==> config.mk <==
export PLATFORM = sky130hd
export DESIGN_NAME = shift_frame_ctrl
export DESIGN_NICKNAME = d
export VERILOG_FILES = /design/src/rtl/shift_ctrl_pkg.sv /design/src/rtl/shift_core.sv /design/src/rtl/shift_frame_ctrl.sv
export SDC_FILE = /design/constraint.sdc
export NUM_CORES = 1
export LEC_CHECK = 0
export ABC_AREA = 1
export BUFFER_PORTS_ARGS = -buffer_cell sky130_fd_sc_hd__buf_2
export CAP_MARGIN = 30
export CORE_ASPECT_RATIO = 1.5
export CORE_UTILIZATION = 35
export DETAILED_ROUTE_END_ITERATION = 6
export PLACE_DENSITY = 0.67
export SYNTH_ARGS = -nofsm -noshare
export SYNTH_HDL_FRONTEND = slang
export SYNTH_SLANG_ARGS = --single-unit
==> constraint.sdc <==
create_clock -name clk -period 1.8 [get_ports clk]
set_clock_uncertainty 0.2 [all_clocks]
set_input_delay 0.54 -clock clk [delete_from_list [all_inputs] [get_ports clk]]
set_output_delay 0.54 -clock clk [all_outputs]
set_load 0.01 [all_outputs]
==> src/rtl/shift_ctrl_pkg.sv <==
// Shared types for the serial frame capture controller: FSM state encoding
// and shift direction codes.
package shift_ctrl_pkg;

  typedef enum logic [1:0] {
    IDLE,
    SHIFT,
    DONE
  } state_t;

  localparam logic DIR_LEFT  = 1'b0;
  localparam logic DIR_RIGHT = 1'b1;

endpackage

==> src/rtl/shift_core.sv <==
// Bidirectional shift register with synchronous clear and shift enable.
// Clear has priority over a shift in the same cycle.
module shift_core
  import shift_ctrl_pkg::*;
#(
  parameter int WIDTH = 8
) (
  input  logic             clk,
  input  logic             rst_n,
  input  logic             clear,
  input  logic             enable,
  input  logic             dir,
  input  logic             ser_in,
  output logic [WIDTH-1:0] data
);

  always_ff @(posedge clk) begin
    if (!rst_n) begin
      data <= '0;
    end else if (clear) begin
      data <= '0;
    end else if (enable) begin
      if (dir == DIR_LEFT) begin
        data <= {data[WIDTH-2:0], ser_in};
      end else begin
        data <= {ser_in, data[WIDTH-1:1]};
      end
    end
  end

endmodule

==> src/rtl/shift_frame_ctrl.sv <==
// Frame sequencer: accepts a start/dir/len command, enables the shift core
// for exactly len qualified bits, then holds the word on a valid/ready port.
module shift_frame_ctrl
  import shift_ctrl_pkg::*;
#(
  parameter int WIDTH = 8,
  parameter int CNT_W = $clog2(WIDTH + 1)
) (
  input  logic             clk,
  input  logic             rst_n,
  input  logic             start,
  input  logic             dir,
  input  logic [CNT_W-1:0] len,
  input  logic             abort,
  input  logic             ser_in,
  input  logic             ser_valid,
  output logic [WIDTH-1:0] frame_data,
  output logic             frame_valid,
  input  logic             frame_ready,
  output logic             busy,
  output logic             len_err
);

  localparam logic [CNT_W-1:0] MAX_LEN = CNT_W'(WIDTH);

  state_t           state;
  state_t           state_nxt;
  logic [CNT_W-1:0] cnt;
  logic [CNT_W-1:0] cnt_inc;
  logic [CNT_W-1:0] len_q;
  logic             dir_q;
  logic             len_ok;
  logic             accept;
  logic             core_clear;
  logic             core_en;

  assign len_ok  = (len != '0) && (len <= MAX_LEN);
  assign accept  = (state == IDLE) && start && len_ok;
  assign cnt_inc = cnt + CNT_W'(1);

  always_ff @(posedge clk) begin
    if (!rst_n) begin
      state <= IDLE;
    end else begin
      state <= state_nxt;
    end
  end

  // Abort outranks both a shift and a handshake in the same cycle.
  always_comb begin
    state_nxt  = state;
    core_clear = 1'b0;
    core_en    = 1'b0;
    case (state)
      IDLE: begin
        if (accept) begin
          core_clear = 1'b1;
          state_nxt  = SHIFT;
        end
      end
      SHIFT: begin
        if (abort) begin
          core_clear = 1'b1;
          state_nxt  = IDLE;
        end else if (ser_valid) begin
          core_en = 1'b1;
          if (cnt_inc == len_q) begin
            state_nxt = DONE;
          end
        end
      end
      DONE: begin
        if (abort) begin
          core_clear = 1'b1;
          state_nxt  = IDLE;
        end else if (frame_ready) begin
          state_nxt = IDLE;
        end
      end
      default: begin
        state_nxt = IDLE;
      end
    endcase
  end

  always_ff @(posedge clk) begin
    if (!rst_n) begin
      cnt   <= '0;
      len_q <= '0;
      dir_q <= DIR_LEFT;
    end else begin
      if (core_clear) begin
        cnt <= '0;
      end else if (core_en) begin
        cnt <= cnt_inc;
      end
      if (accept) begin
        len_q <= len;
        dir_q <= dir;
      end
    end
  end

  always_ff @(posedge clk) begin
    if (!rst_n) begin
      len_err <= 1'b0;
    end else begin
      len_err <= (state == IDLE) && start && !len_ok;
    end
  end

  shift_core #(
    .WIDTH(WIDTH)
  ) u_core (
    .clk   (clk),
    .rst_n (rst_n),
    .clear (core_clear),
    .enable(core_en),
    .dir   (dir_q),
    .ser_in(ser_in),
    .data  (frame_data)
  );

  assign frame_valid = (state == DONE);
  assign busy        = (state != IDLE);

endmodule

==> run_results.csv, run 1 <==
group,metric,value,unit
status,status,"finished clean",
setup_path,r2r-start,"state[0]",
final_layout,final_cells,233,
clock_network,clkSinkCount,20,
place,dp_hpwl,1.711,mm
setup_path,end_kind,"primary output",
setup_path,crit_start,"state[1]",
detailed_routing,totalWireLength,2.113,mm
final_layout,syn_to_final_growth,23.28,%
sta,rsz0062_at_grt,"false",
setup_path,r2r.worst_path.cells,9,
setup_path,path_class,"flop to primary output",
setup_path,path_max_fanout,2,
clock_network,cts_made_buffers,3,
run,drv_cap,0,
clock_network,clkLatencyLatePin,0.26,ns
synth,syn_area,1107,sq um
sta,tightest_slew,0.3157,ns
detailed_routing,drtPass1Iterations,4,
floorplan,start_util,0.3725,
detailed_routing,drtIter0Drc,19,
setup_path,rrSetupSlack,0.18,ns
detailed_routing,drtAntennaViolNets,0,
place,placed_cells,230,
final_layout,diodes,0,
global_routing,grt_pass1_wl,3.891,mm
final_layout,fin_util,0.4592,
power,p_per_area,1010,nW/um^2
place,portBuffers,22,
sta,min_period,1.749,ns
clock_network,clock_path_buffers,2,
sta,fin_ws,0.05117,ns
floorplan,die_h,70.89,um
floorplan,fp.dieW,47.93,um
clock_network,cts_tree,"done",
power,p_leak,0.0006329,uW
global_routing,grt-ovfl-total,0,
global_routing,grt_antenna_before_repair,0,
setup_path,cp.required,1.06,ns
clock_network,cts_hold_buf,0,
worst_hold_path,worstHoldPathType,"flop to flop",
place,dpl_worst_slack,0.03727,ns
setup_path,critPathLaunchType,"flop",
sta,finalCritPeriodShare,0.9716,
synth,ys_seq_elements,20,
clock_network,post_cts_buffers,0,
place,place_congestion,0.7160,
floorplan,rows,24,
synth,yosys_warnings,0,
setup_path,rr_endpoint,"cnt[2]",
setup_path,crit_path_end,"frame_valid",
detailed_routing,post_drt_via_cell_ratio,4.644,
global_routing,track_usage,0.1527,
sta,slew_headroom,0.7893,
synth,yosysUniqueCellTypes,23,
clock_network,cts.reportedPaths.clkPinSlew,0.07,ns
floorplan,core,2973,sq um
clock_network,ctsHtreeMaxLevel,1,
floorplan,io_pins,23,
final_layout,layout.nets,214,
power,vdd_drop_max,0.6010,mV
sta,slew_viol_final,0,
sta,finalHoldViolCount,0,
synth,syn_inst,166,
sta,tns,0,ns
synth,avgSynthCellArea,6.671,sq um
global_routing,grt_pass1_vias,998,
final_layout,drive_above_1_share,0.2423,
floorplan,dieArea,3397,sq um
synth,synth-seq-area-share,0.3616,
power,p_total,1379,uW
setup_path,arrival,1.01,ns
synth,synth_fp_nets,184,
clock_network,clockRootBuffer,"clkbuf_8",
global_routing,grt_max_degree,14,
sta,setup_viol,0,
detailed_routing,drc,0,
detailed_routing,vias,1082,
detailed_routing,routedWlPerCell,9.069,um
sta,max_freq,571.8,MHz
[worst max-delay path: stages, from the launching register on]
cell and delay (ns):
dfxtp_2 0.32, buf_4 0.13, ha_2 0.17, buf_2 0.13
[layout by cell type (no fill, tap or decap), types with 2 or more instances in the layout]
master,netlist,final
buf_4,2,7
nor2_1,4,3
a21oi_1,19,19
clkbuf_8,0,3
nor2_2,1,2
nand2_1,70,70
dfxtp_2,0,3
dfxtp_1,20,17
ha_1,6,4
buf_2,2,22
inv_1,18,16
nand3_1,6,6
clkinv_1,2,2
inv_2,0,2
o21ai_0,5,5
[area by class of cell]
class	count	area (sq um)
Clock buffer	3	41.29
Fill cell	311	1608
Inverter	20	75.07
Multi-Input combinational cell	121	613.1
Sequential cell	20	404.1
Tap cell	39	48.80
Timing Repair Buffer	30	182.7
[report_power, final]
group / total [uW] / switching (uW) / internal [uW]
registers: 512 / 23.0 / 489
clock network: 290 / 141 / 149
logic: 578 / 317 / 261
[sequential cells by signal, indices dropped and copies added, names as in the netlist]
signal and cells:
cnt 4, dir_q 1, len_err 1, len_q 4, state 2, u_core.data 8
[per-stage QoR]
stage | hold slack [ns] | instance area (sq um)
after floorplan | 0.2431 | 1107
after global placement | 0.2592 | 1303
after detailed placement | 0.2671 | 1303
after CTS | 0.2784 | 1356
after global routing | 0.3004 | 1365
final | 0.2756 | 1365
[cells in the mapped netlist (all sizes together)]
| cell | count | area, sq um |
|---|---|---|
| a211oi | 1 | 7.510 |
| a21oi | 21 | 120.1 |
| buf | 5 | 36.28 |
| clkinv | 2 | 7.510 |
| dfxtp | 20 | 400.4 |
| ha | 6 | 75.07 |
| inv | 18 | 67.56 |
| nand2 | 71 | 269.0 |
| nand3 | 7 | 40.04 |
| nand3b | 1 | 7.510 |
| nand4 | 1 | 6.260 |
| nor2 | 5 | 21.27 |
| o21ai | 6 | 33.78 |
| o22ai | 1 | 6.260 |
| xnor2 | 1 | 8.760 |
[what timing repair did]
| action | CTS | global route |
|---|---|---|
| resized for setup | 4 | 5 |
| endpoints found under the hold margin | 0 | 0 |
| cloned | 0 | 0 |
| setup endpoints to repair | 1 | 4 |
[per-layer routing]
layer  vias up  global-route usage  part of all wire
met5         -                   0                 0
met4         0             0.08333             0.021
met3         5             0.02806             0.048
met2        24              0.2432              0.50
met1       474              0.1837              0.43
li1        579                   -                 -
[how the worst min path moves through the flow]
stage | startpoint | to | slack, ns | depth (start not counted)
2_1_floorplan | len_q[0] | len_q[0] | 0.24 | 2
3_3_place_gp | len_q[0] | len_q[0] | 0.26 | 2
3_5_place_dp | len_q[3] | len_q[3] | 0.27 | 2
4_1_cts | len_q[3] | len_q[3] | 0.28 | 2
5_1_grt | u_core.data[0] | u_core.data[0] | 0.30 | 2
6_report | len_q[3] | len_q[3] | 0.28 | 2
[cell families after synthesis]
| logic type | after synthesis | synth area share |
|---|---|---|
| AOI/OAI and AO/OA | 29 | 0.1514 |
| xor gates and xnor gates | 1 | 0.007911 |
| adders and majority gates | 6 | 0.06779 |
| buffers and inverters | 25 | 0.1006 |
| DFF | 20 | 0.3616 |
| and+or+nand+nor | 85 | 0.3107 |
(Power assumes the default switching activity.)
==> run 2, diff against run 1 <==
--- a/config.mk
+++ b/config.mk
@@ -5,7 +5,6 @@
 export SDC_FILE = /design/constraint.sdc
 export NUM_CORES = 1
 export LEC_CHECK = 0
-export ABC_AREA = 1
 export BUFFER_PORTS_ARGS = -buffer_cell sky130_fd_sc_hd__buf_2
 export CAP_MARGIN = 30
 export CORE_ASPECT_RATIO = 1.5
==> run 2 against run 1 <==
  * Via count fell by 17%
  * Critical path depth stayed put
  * Final cell count fell by 21%
  * First-iteration DRC count fell by 21%
  * Clock-buffer cell count rose by 1
  * Maximum frequency is 1.5% lower
  * Sequential share of layout area down 1.2 points
  * Synthesized cell count down 35%
  * Register-to-register slack worse by 0.15 ns
  * Die area is 3.9% lower
  * Combinational power is 31% lower
  * Critical path type unchanged
  * Largest power group is now sequential cells
==> run_results.csv, run 2 <==
group,metric,value,unit
status,status,"finished clean",
final_layout,drive_above_1_share,0.4276,
synth,syn_inst,108,
detailed_routing,drtPass1Iterations,4,
sta,slew_viol_final,0,
synth,async_flop_share,0,
synth,synth_area_leader_cell,"dfxtp_1",
global_routing,grt_antenna_before_repair,0,
detailed_routing,routedWlPerCell,12.17,um
synth,synth.area.top_cells,"dfxtp_1 (38%), mux2i_1 (13%), a211oi_2 (7.1%), ha_1 (7.1%), nor2_1 (5.7%)",
setup_path,r2r.worst_path.cells,6,
clock_network,clock_path_buffers,2,
power,p_comb_frac,0.317,
final_layout,diodes,0,
floorplan,io_pins,23,
power,p_per_area,880.2,nW/um^2
sta,max_freq,563.1,MHz
power,clkPwrFrac,0.272,
power,p_leak,0.0005842,uW
synth,syn_area,1062,sq um
clock_network,clkSinkCount,20,
detailed_routing,drtIter0Drc,15,
final_layout,reg.largest.list,"u_core.data (8), cnt (4), len_q (4)",
sta,min_period,1.776,ns
sta,tightest_slew,0.4940,ns
synth,synth_edf_count,0,
detailed_routing,drc,0,
place,placed_cells,180,
place,portBuffers,22,
global_routing,grt_max_degree,13,
global_routing,grt-ovfl-total,0,
detailed_routing,totalWireLength,2.239,mm
final_layout,largest_reg_flops,8,
synth,synth_fp_nets,126,
synth,yosys_warnings,0,
power,p_switching,385.7,uW
setup_path,path_class,"flop to primary output",
floorplan,core,2883,sq um
synth,yosys-top-cells-count,"dfxtp_1 (20), nor2_1 (16), mux2i_1 (14)",
clock_network,post_cts_buffers,0,
final_layout,largest-register,"u_core.data",
synth,yosysUniqueCellTypes,29,
detailed_routing,post_drt_via_cell_ratio,4.859,
synth,synth-seq-area-share,0.3769,
synth,yosysMostFrequentCell,"dfxtp_1",
synth,ys_seq_elements,20,
global_routing,track_usage,0.1547,
synth,avgSynthCellArea,9.836,sq um
final_layout,layout_common_cells,"buf_2 (22), dfxtp_1 (18), nor2_1 (16), mux2i_1 (14), buf_4 (13)",
worst_hold_path,holdPathStages,2,
synth,ys.flop_type,"dfxtp_1",
run,drv_cap,0,
sta,setup_viol,0,
floorplan,die_h,69.47,um
global_routing,grt_pass1_wl,3.636,mm
setup_path,arrival,1.04,ns
floorplan,fp.dieW,46.98,um
power,switching_share,0.3085,
clock_network,ctsHtreeMaxLevel,1,
synth,netlist.area_leader.share,0.3769,
place,dpl_worst_slack,-0.1978,ns
setup_path,path_max_fanout,3,
global_routing,grt_pass1_vias,867,
place,place_congestion,0.7360,
sta,fin_ws,0.02398,ns
power,vdd_drop_max,0.5219,mV
detailed_routing,vias,894,
floorplan,dieArea,3264,sq um
final_layout,final_cells,184,
clock_network,clockRootBuffer,"clkbuf_8",
detailed_routing,drtAntennaViolNets,0,
sta,finalCritPeriodShare,0.9867,
clock_network,cts_hold_buf,0,
power,power_frac_seq,0.411,
sta,slew_headroom,0.6702,
power,power.internal,864.3,uW
floorplan,rows,24,
clock_network,cts.reportedPaths.clkPinSlew,0.07,ns
final_layout,layout.nets,164,
clock_network,cts_made_buffers,3,
clock_network,clkLatencyLatePin,0.26,ns
worst_hold_path,worstHoldPathType,"flop to flop",
final_layout,syn_to_final_growth,33.69,%
setup_path,end_kind,"primary output",
final_layout,final_common_cell,"buf_2",
final_layout,fin_util,0.4926,
floorplan,start_util,0.3685,
clock_network,cts_tree,"done",
setup_path,cp.required,1.06,ns
setup_path,critPathLaunchType,"flop",
sta,finalHoldViolCount,0,
run 2: kinds of logic after synthesis:
| logic type | after synthesis | synth area share |
|---|---|---|
| AOI/OAI and AO/OA | 23 | 0.1837 |
| DFF | 20 | 0.3769 |
| buffers and inverters | 9 | 0.04004 |
| and+or+nand+nor | 28 | 0.1307 |
| adders and majority gates | 6 | 0.07067 |
| muxes | 14 | 0.1319 |
| xor gates and xnor gates | 8 | 0.06595 |
run 2: through the flow:
stage          cell area (sq um)  power [uW]  setup TNS, ns  hold WS [ns]
2_1_floorplan               1066       743.6        -0.5810        0.2720
3_3_place_gp                1323       859.3         -1.930        0.2945
3_5_place_dp                1323       877.9         -2.851        0.2948
4_1_cts                     1396        1243      -0.005965        0.3101
5_1_grt                     1420        1323       -0.06442        0.3620
6_report                    1420        1250              0        0.3161
run 2: worst paths after layout:
path / slack (ns) / start / endpoint
max: 0.02 / state[1] / frame_valid
min: 0.32 / len_q[3] / len_q[3]
max reg2reg: 0.03 / cnt[0] / state[1]
min reg2reg: 0.32 / len_q[3] / len_q[3]
run 2: power by group through the flow:
stage	combinational (uW)	clock (uW)	sequential, uW
CTS	382	353	509
detailed placement	361	0	517
global placement	345	0	515
finish	396	340	513
global route	435	370	518
floorplan	227	0	516
run 2: routing by layer:
metal	up-vias	track usage	share of wire
li1	458	-	-
met1	400	0.1664	0.39
met5	-	0	0
met2	29	0.2670	0.54
met4	0	0.07619	0.028
met3	7	0.03125	0.037
run 2: final cells by class:
type                    count  area, sq um
multi-input cells          79        660.6
inverters                   6        25.02
repair buffers             36        227.7
clock buffers               4        55.05
well taps                  39        48.80
flip-flops and latches     20        402.9
fillers                   297         1463
run 2: critical path, stage by stage, from the launching register on:
cell and delay [ns]:
dfxtp_2 0.33, buf_4 0.14, ha_2 0.17, buf_2 0.13
run 2: what timing repair did:
action                                  CTS  global route
gates resized for setup                   6             9
pin swaps                                 0             1
endpoints found under the setup margin    9             8
==> run 3, diff against run 2 <==
--- a/config.mk
+++ b/config.mk
@@ -5,10 +5,12 @@
 export SDC_FILE = /design/constraint.sdc
 export NUM_CORES = 1
 export LEC_CHECK = 0
+export ABC_AREA = 1
 export BUFFER_PORTS_ARGS = -buffer_cell sky130_fd_sc_hd__buf_2
 export CAP_MARGIN = 30
 export CORE_ASPECT_RATIO = 1.5
 export CORE_UTILIZATION = 35
+export CTS_BUF_LIST = sky130_fd_sc_hd__clkbuf_4 sky130_fd_sc_hd__clkbuf_8 sky130_fd_sc_hd__clkbuf_16
 export DETAILED_ROUTE_END_ITERATION = 6
 export PLACE_DENSITY = 0.67
 export SYNTH_ARGS = -nofsm -noshare
==> constraint.sdc (replaced) <==
create_clock -name clk -period 2.2 [get_ports clk]
set_clock_uncertainty 0.2 [all_clocks]
set_input_delay 0.66 -clock clk [delete_from_list [all_inputs] [get_ports clk]]
set_output_delay 0.66 -clock clk [all_outputs]
set_load 0.01 [all_outputs]
==> run 3 against run 2 <==
  * Final cell count rose by 24%
  * Hold slack worse by 0.046 ns
  * First-iteration DRC count grew 67%
  * Die area increased by 4.1%
  * Flip-flop and latch count unchanged
==> run_results.csv, run 3 (synthesis gave the netlist of run 1 again) <==
group,metric,value,unit
status,status,"finished clean",
sta,whs,0.2700,ns
sta,slew_headroom,0.7787,
floorplan,fp.dieW,47.93,um
sta,tns,0,ns
detailed_routing,wl_met2,1.066,mm
place,dpl_worst_slack,0.2472,ns
setup_path,rrSetupSlack,0.40,ns
setup_path,end_kind,"primary output",
power,vdd_drop_max,0.4857,mV
setup_path,critPathLaunchType,"flop",
global_routing,grt_pass1_wl,3.836,mm
detailed_routing,drtIter0Drc,25,
final_layout,drive_above_1_share,0.1799,
final_layout,largest-register,"u_core.data",
worst_hold_path,hold_start,"len_q[0]",
detailed_routing,drtAntennaViolNets,0,
floorplan,core,2973,sq um
detailed_routing,vias,1064,
floorplan,dieArea,3397,sq um
setup_path,path_class,"flop to primary output",
clock_network,clockRootBuffer,"clkbuf_8",
floorplan,die_h,70.89,um
worst_hold_path,worstHoldPathType,"flop to flop",
final_layout,layout_common_cells,"nand2_1 (70), buf_2 (22), dfxtp_1 (20), a21oi_1 (19), inv_1 (18)",
power,p_leak,0.0006022,uW
clock_network,ctsHtreeMaxLevel,1,
setup_path,path_max_fanout,4,
setup_path,cp.required,1.34,ns
sta,finalCritPeriodShare,0.9324,
sta,slew_viol_final,0,
final_layout,reg.largest.list,"u_core.data (8), cnt (4), len_q (4)",
detailed_routing,wl_met1,947,um
sta,tightest_slew,0.3316,ns
floorplan,rows,24,
clock_network,clkLatencyLatePin,0.26,ns
place,place_congestion,0.6992,
sta,setup_viol,0,
setup_path,rr_endpoint,"u_core.data[0]",
detailed_routing,drc,0,
setup_path,r2r.worst_path.cells,10,
sta,min_period,2.051,ns
detailed_routing,totalWireLength,2.154,mm
clock_network,cts_tree,"done",
place,portBuffers,22,
sta,max_freq,487.5,MHz
floorplan,start_util,0.3725,
place,dp_hpwl,1.659,mm
worst_hold_path,holdPathStages,2,
clock_network,clock_path_buffers,2,
sta,fin_ws,0.1486,ns
power,p_total,1040,uW
global_routing,grt_max_degree,14,
final_layout,largest_reg_flops,8,
detailed_routing,routedWlPerCell,9.447,um
final_layout,final_common_cell,"nand2_1",
clock_network,cts_made_buffers,3,
global_routing,grt_antenna_before_repair,0,
worst_hold_path,holdPathEnd,"len_q[0]",
final_layout,diodes,0,
detailed_routing,wl_met3,84,um
run,drv_cap,0,
floorplan,io_pins,23,
final_layout,layout.nets,209,
clock_network,cts.reportedPaths.clkPinSlew,0.07,ns
setup_path,r2r-start,"state[1]",
clock_network,cts_hold_buf,0,
detailed_routing,drtPass1Iterations,4,
sta,rsz0062_at_grt,"false",
setup_path,arrival,1.19,ns
global_routing,grt_pass1_vias,961,
sta,finalHoldViolCount,0,
global_routing,track_usage,0.1529,
final_layout,syn_to_final_growth,16.84,%
clock_network,cts_resized,0,
clock_network,post_cts_buffers,0,
final_layout,fin_util,0.4352,
detailed_routing,post_drt_via_cell_ratio,4.667,
clock_network,clkSinkCount,20,
power,p_per_area,804.2,nW/um^2
detailed_routing,top_layer,"met4",
global_routing,grt-ovfl-total,0,
[run 3: changes by cell type in the layout (fill, tap and decap cells not counted), moves of 4 or more]
cell,delta
nand3_1,+5
a211oi_2,-8
xor2_1,-4
buf_4,-10
mux2i_1,-14
inv_1,+15
a21oi_1,+17
nand2_1,+66
nor2_1,-12
[run 3: power by group]
part / switching (uW) / internal [uW]
clock network: 119 / 122
registers: 32.1 / 397
logic: 225 / 145
[run 3: per-stage QoR]
stage | instance area (sq um) | std cells
after global placement | 1252 | 225
after global routing | 1294 | 228
after detailed placement | 1252 | 225
after CTS | 1294 | 228
final | 1294 | 228
after floorplan | 1107 | 166
[run 3: worst max-delay path by stage]
stage                  start             end  cells after the start
CTS                 state[1]            busy                      4
finish              state[0]            busy                      4
global placement      len[0]  u_core.data[1]                     10
global route        state[0]            busy                      4
floorplan             len[0]        state[0]                      9
detailed placement    len[0]  u_core.data[2]                     10
[run 3: per-layer routing]
layer / vias up / GRT usage
met5: - / 0
met4: 0 / 0.07407
met3: 5 / 0.02551
met2: 24 / 0.2523
met1: 467 / 0.1810
li1: 568 / -
[run 3: final cells by class]
type	instances	area, sq um
fill	325	1679
inverter	20	75.07
tap	39	48.80
clock buffer	3	41.29
timing repair buffer	25	132.6
multi-input combinational	121	595.6
sequential	20	400.4
[run 3: worst max-delay path, cell delays in order, from the launching register on]
cell     delay, ns
dfxtp_1       0.39
inv_1         0.10
ha_1          0.26
inv_1         0.06
buf_2         0.12
